[config.mk]
export PLATFORM = sky130hd
export DESIGN_NAME = alu_sequencer
export DESIGN_NICKNAME = d
export VERILOG_FILES = /design/src/rtl/alu_sequencer.sv
export SDC_FILE = /design/constraint.sdc
export NUM_CORES = 1
export LEC_CHECK = 0
export ABC_AREA = 1
export CAP_MARGIN = 10
export CORE_MARGIN = 10
export CORE_UTILIZATION = 59
export CTS_CLUSTER_SIZE = 30
export DETAILED_ROUTE_END_ITERATION = 7
export PLACE_DENSITY = 0.79
export SLEW_MARGIN = 20
export SYNTH_ARGS = -nofsm -noshare
export SYNTH_HDL_FRONTEND = slang
export SYNTH_SLANG_ARGS = --single-unit
[constraint.sdc]
create_clock -name clk -period 2.8 [get_ports clk]
set_input_delay 0.28 -clock clk [delete_from_list [all_inputs] [get_ports clk]]
set_output_delay 0.28 -clock clk [all_outputs]
set_load 0.05 [all_outputs]
[src/rtl/alu_sequencer.sv]
// ============================================================================
// Module   : alu_sequencer
// Purpose  : Multi-cycle execute controller driving a 16x8 register file.
// Revision : 1.0  initial release
// ============================================================================
`default_nettype none

module alu_sequencer #(
    parameter int MUL_CYCLES = 8
) (
    input  logic        clk,
    input  logic        rst,
    input  logic [15:0] instr,
    input  logic        instr_valid,
    output logic        instr_ready,
    output logic [3:0]  a_sel,
    output logic [3:0]  b_sel,
    input  logic [7:0]  A,
    input  logic [7:0]  B,
    output logic        wr_en,
    output logic [3:0]  wr_sel,
    output logic [7:0]  wr_data,
    output logic        done,
    output logic        err,
    output logic        zero_flag,
    output logic        carry_flag
);

    localparam int       c_CNT_W  = $clog2(MUL_CYCLES + 1);
    localparam logic [3:0] c_OP_ADD = 4'd1;
    localparam logic [3:0] c_OP_SUB = 4'd2;
    localparam logic [3:0] c_OP_AND = 4'd3;
    localparam logic [3:0] c_OP_OR  = 4'd4;
    localparam logic [3:0] c_OP_XOR = 4'd5;
    localparam logic [3:0] c_OP_SHL = 4'd6;
    localparam logic [3:0] c_OP_SHR = 4'd7;
    localparam logic [3:0] c_OP_LDI = 4'd8;
    localparam logic [3:0] c_OP_MUL = 4'd9;

    typedef enum logic [1:0] {
        S_IDLE  = 2'd0,
        S_READ  = 2'd1,
        S_EXEC  = 2'd2,
        S_WRITE = 2'd3
    } state_t;

    state_t               r_state;
    state_t               w_state_next;
    logic [15:0]          r_instr;
    logic [7:0]           r_op_a;
    logic [7:0]           r_op_b;
    logic [15:0]          r_mcand;
    logic [7:0]           r_mplier;
    logic [15:0]          r_acc;
    logic [c_CNT_W-1:0]   r_cnt;
    logic [8:0]           r_result;
    logic                 r_zero;
    logic                 r_carry;

    logic [3:0]           w_op;
    logic                 w_is_mul;
    logic                 w_mul_last;
    logic                 w_writes;
    logic                 w_illegal;
    logic [15:0]          w_acc_next;
    logic [8:0]           w_alu;

    assign w_op       = r_instr[15:12];
    assign w_is_mul   = (w_op == c_OP_MUL);
    assign w_mul_last = (r_cnt == c_CNT_W'(MUL_CYCLES - 1));
    assign w_writes   = (w_op >= c_OP_ADD) && (w_op <= c_OP_MUL);
    assign w_illegal  = (w_op > c_OP_MUL);
    assign w_acc_next = r_acc + (r_mplier[0] ? r_mcand : 16'd0);

    // Bit 8 carries the carry/borrow that becomes carry_flag in WRITE.
    always_comb begin
        w_alu = 9'd0;
        case (w_op)
            c_OP_ADD: w_alu = {1'b0, r_op_a} + {1'b0, r_op_b};
            c_OP_SUB: w_alu = {(r_op_a < r_op_b), r_op_a - r_op_b};
            c_OP_AND: w_alu = {1'b0, r_op_a & r_op_b};
            c_OP_OR:  w_alu = {1'b0, r_op_a | r_op_b};
            c_OP_XOR: w_alu = {1'b0, r_op_a ^ r_op_b};
            c_OP_SHL: w_alu = {1'b0, r_op_a << r_op_b[2:0]};
            c_OP_SHR: w_alu = {1'b0, r_op_a >> r_op_b[2:0]};
            c_OP_LDI: w_alu = {1'b0, r_instr[7:0]};
            default:  w_alu = 9'd0;
        endcase
    end

    always_ff @(posedge clk or negedge rst) begin
        if (!rst) begin
            r_state <= S_IDLE;
        end else begin
            r_state <= w_state_next;
        end
    end

    always_comb begin
        w_state_next = r_state;
        instr_ready  = 1'b0;
        wr_en        = 1'b0;
        done         = 1'b0;
        err          = 1'b0;
        case (r_state)
            S_IDLE: begin
                instr_ready = 1'b1;
                if (instr_valid) w_state_next = S_READ;
            end
            S_READ:  w_state_next = S_EXEC;
            S_EXEC: begin
                if (!w_is_mul || w_mul_last) w_state_next = S_WRITE;
            end
            S_WRITE: begin
                done         = 1'b1;
                wr_en        = w_writes;
                err          = w_illegal;
                w_state_next = S_IDLE;
            end
            default: w_state_next = S_IDLE;
        endcase
    end

    always_ff @(posedge clk or negedge rst) begin
        if (!rst) begin
            r_instr  <= 16'd0;
            r_op_a   <= 8'd0;
            r_op_b   <= 8'd0;
            r_mcand  <= 16'd0;
            r_mplier <= 8'd0;
            r_acc    <= 16'd0;
            r_cnt    <= '0;
            r_result <= 9'd0;
            r_zero   <= 1'b0;
            r_carry  <= 1'b0;
        end else begin
            case (r_state)
                S_IDLE: begin
                    if (instr_valid) r_instr <= instr;
                end
                S_READ: begin
                    r_op_a   <= A;
                    r_op_b   <= B;
                    r_mcand  <= {8'd0, A};
                    r_mplier <= B;
                    r_acc    <= 16'd0;
                    r_cnt    <= '0;
                end
                S_EXEC: begin
                    if (w_is_mul) begin
                        // LSB-first shift-add: one multiplier bit per cycle.
                        r_acc    <= w_acc_next;
                        r_mcand  <= r_mcand << 1;
                        r_mplier <= r_mplier >> 1;
                        r_cnt    <= r_cnt + 1'b1;
                        if (w_mul_last) begin
                            r_result <= {(w_acc_next[15:8] != 8'd0), w_acc_next[7:0]};
                        end
                    end else begin
                        r_result <= w_alu;
                    end
                end
                S_WRITE: begin
                    if (w_writes) begin
                        r_zero  <= (r_result[7:0] == 8'd0);
                        r_carry <= r_result[8];
                    end
                end
                default: ;
            endcase
        end
    end

    assign a_sel      = r_instr[7:4];
    assign b_sel      = r_instr[3:0];
    assign wr_sel     = r_instr[11:8];
    assign wr_data    = r_result[7:0];
    assign zero_flag  = r_zero;
    assign carry_flag = r_carry;

endmodule

`default_nettype wire

==> metrics.txt <==
clk slew on worst S/H paths 100 ps; crit end category output pin; Initial Utilization 0.613; synthesized net count around 970; postcts setup bufs 0; Area Overhead vs Synth 12.5%; row cnt 37; syn avg cell area ~7.2 sq um; Via-to-Cell Ratio 5.73; fmax 395 MHz; Die ar. around 15000 sq um; Power Density 1080 nW/um^2; Worst slew margin 0.484; H-tree depth 3; Final Hold Viols 0; Setup CP Type flip-flop to output pin; worst skew pair latency 400 ps; critical path fanouts, max 4; Synth Warn # 0; share of cells above drive strength 1 0.0625; die height 124 um; Commonest cells post-synth nand2_1, inv_1, dfrtp_1; HPWL after DPL between 10000 and 15000 um; Num CTS Buffers 9; Final Max Slew Viols 0; Die Wd ~120 um; Max Cap Violations 0; clock tree from TritonCTS built; initial DRC count 876; status finished clean; startpoint types flip-flop; final setup violation count 0; CP required 2520 ps; total chip power about 8 mW; top cell type's share of synthesized area 0.347; wire per inst 17.5 um; most common cell in the netlist nand2_1; Worst VDD drop 1.01 mV; largest cells by area after synthesis dfrtp_1, nand2_1, ha_1; Netlist cell types 44; Root Driver clkbuf_8; leakage power 3.77 nW; final period utilization 0.905; n_diodes 0; CTS max path bufs 2; placed cell areas 6990 sq um; Clock Skews between 10 and 15 ps; Syn Std Cell Area 6410 sq um; initial antenna violation count 0; dominant cell type by area after synthesis dfrtp_1; total wire length 18600 um; Hold Slack around 460 ps; Syn Inst Count 887; number of global-route vias before repair 5764; All-Layer GR Usage 0.236; min Tclk post-route 2530 ps; Core ar. 10500 sq um; Num Clock Sinks 89; IO Pins 61; ys async rst share 1.00; register area around 2200 sq um; Layout Nets 1010; remaining global-route overflow 0; largest net degree at the start of global routing 53; Filler cells 913; post-layout util 0.689; multi-input combinational cell area approximately 3500 sq um; Initial DRT Pass Iterations 6; Seq cells post-synth 89; number of I/O port buffers 60; post-route cell area slightly above 7000 sq um; critical path arrival 2250 ps; Hold WC Path Type input port to flip-flop; first-pass GRT wire length 30400 um; Seq/Total Area, Yosys 0.347; unrepaired setup endpoints after global routing no; Routed Antenna Nets 0; Via Count 6100; GP Congestion 0.978; Primary FF master, synth dfrtp_1; number of flops mapped to enable cells by yosys 0; drc violations 0; Fin Setup TNS 0 ps; measured slew at the worst slew-check pin 769 ps
## repair_timing
action	4_1_cts	5_1_grt
endpoints found under the hold margin	51	0
resized for setup	0	0
hold buffers	1	0
## state kept, by name (all words and copies together), names as in the netlist, 2 cells and up
signal	count
r_acc	16
r_cnt	4
r_instr	16
r_mcand	16
r_mplier	8
r_op_a	8
r_op_b	8
r_result	9
r_state	2
## where the power goes
part	internal, mW	switching [mW]	total [mW]	leakage (nW)
registers	1.76	0.463	2.23	1.13
clock network	0.357	0.573	0.930	0.104
logic	1.52	3.11	4.62	2.54
total	3.64	4.14	7.78	3.77
## path summary, 6_finish.rpt
path | slack [ps] | depth (start not counted) | startpoint | to
setup reg to reg | 280 | 16 | r_mplier[0]$_DFFE_PN0P_ | r_result[8]$_DFFE_PN0P_
setup / recovery | 270 | 5 | r_instr[14]$_DFFE_PN0P_ | wr_en
hold / removal | 460 | 3 | instr[13] | r_instr[13]$_DFFE_PN0P_
hold reg to reg | 480 | 2 | r_mplier[5]$_DFFE_PN0P_ | r_mplier[5]$_DFFE_PN0P_
max in group asynchronous | 1640 | 3 | rst | r_acc[6]$_DFFE_PN0P_
min in group asynchronous | 490 | 2 | rst | r_instr[9]$_DFFE_PN0P_
## worst max-delay path, cell delays in order (launching register included)
cell and delay, ps:
dfrtp_1 400, inv_1 180, a21oi_1 120, nor3_1 180, buf_4 180, clkdlybuf4s50_1 810
## per-stage QoR
stage	std cells	worst slack, ps
after global routing	1064	74.1
final	1064	266
after floorplan	887	191
after CTS	1064	271
after global placement	1047	417
after detailed placement	1047	351
## cells by family after synthesis
logic type | after synthesis | share of synthesized area
AO/OA/AOI/OAI | 150 | 0.138
multiplexers | 10 | 0.0176
adder cells (fa/ha/maj) | 52 | 0.105
XOR/XNOR | 8 | 0.0109
AND/OR/NAND/NOR | 410 | 0.269
flip-flops | 89 | 0.347
buffers and inverters | 168 | 0.113
## cell type report
cell class                      count  area share
Multi-Input combinational cell    630       0.480
Sequential cell                    89       0.309
Timing Repair Buffer               69      0.0944
Inverter                          124      0.0645
Tap cell                          136      0.0236
Clock buffer                        9      0.0172
Clock inverter                      7      0.0120
## layer usage
metal,part of all wire,GRT usage
met4,0.017,0.0716
met3,0.094,0.0569
met2,0.44,0.341
met1,0.45,0.338
met5,0,0
## layout by cell type (no fill, tap or decap), drive strengths merged, types with 2 or more instances in the layout
cell type,synthesis,layout
a211oi,3,3
nand4,12,12
a22oi,15,15
and2,3,3
clkinv,1,6
ha,49,49
o2111ai,2,2
nand3b,5,5
o22ai,7,7
a21boi,3,3
nand3,38,38
or2,4,4
clkdlybuf4s50,0,59
o21ai,59,59
nor2,57,57
nand2,277,277
a22o,7,7
mux2,10,10
a21oi,41,41
buf,35,9
clkbuf,9,9
o211ai,5,5
dfrtp,89,89
nor4,4,4
nor3,8,8
o21a,3,3
fa,3,3
inv,123,125
xor2,8,8
(Power assumes the default switching activity.)
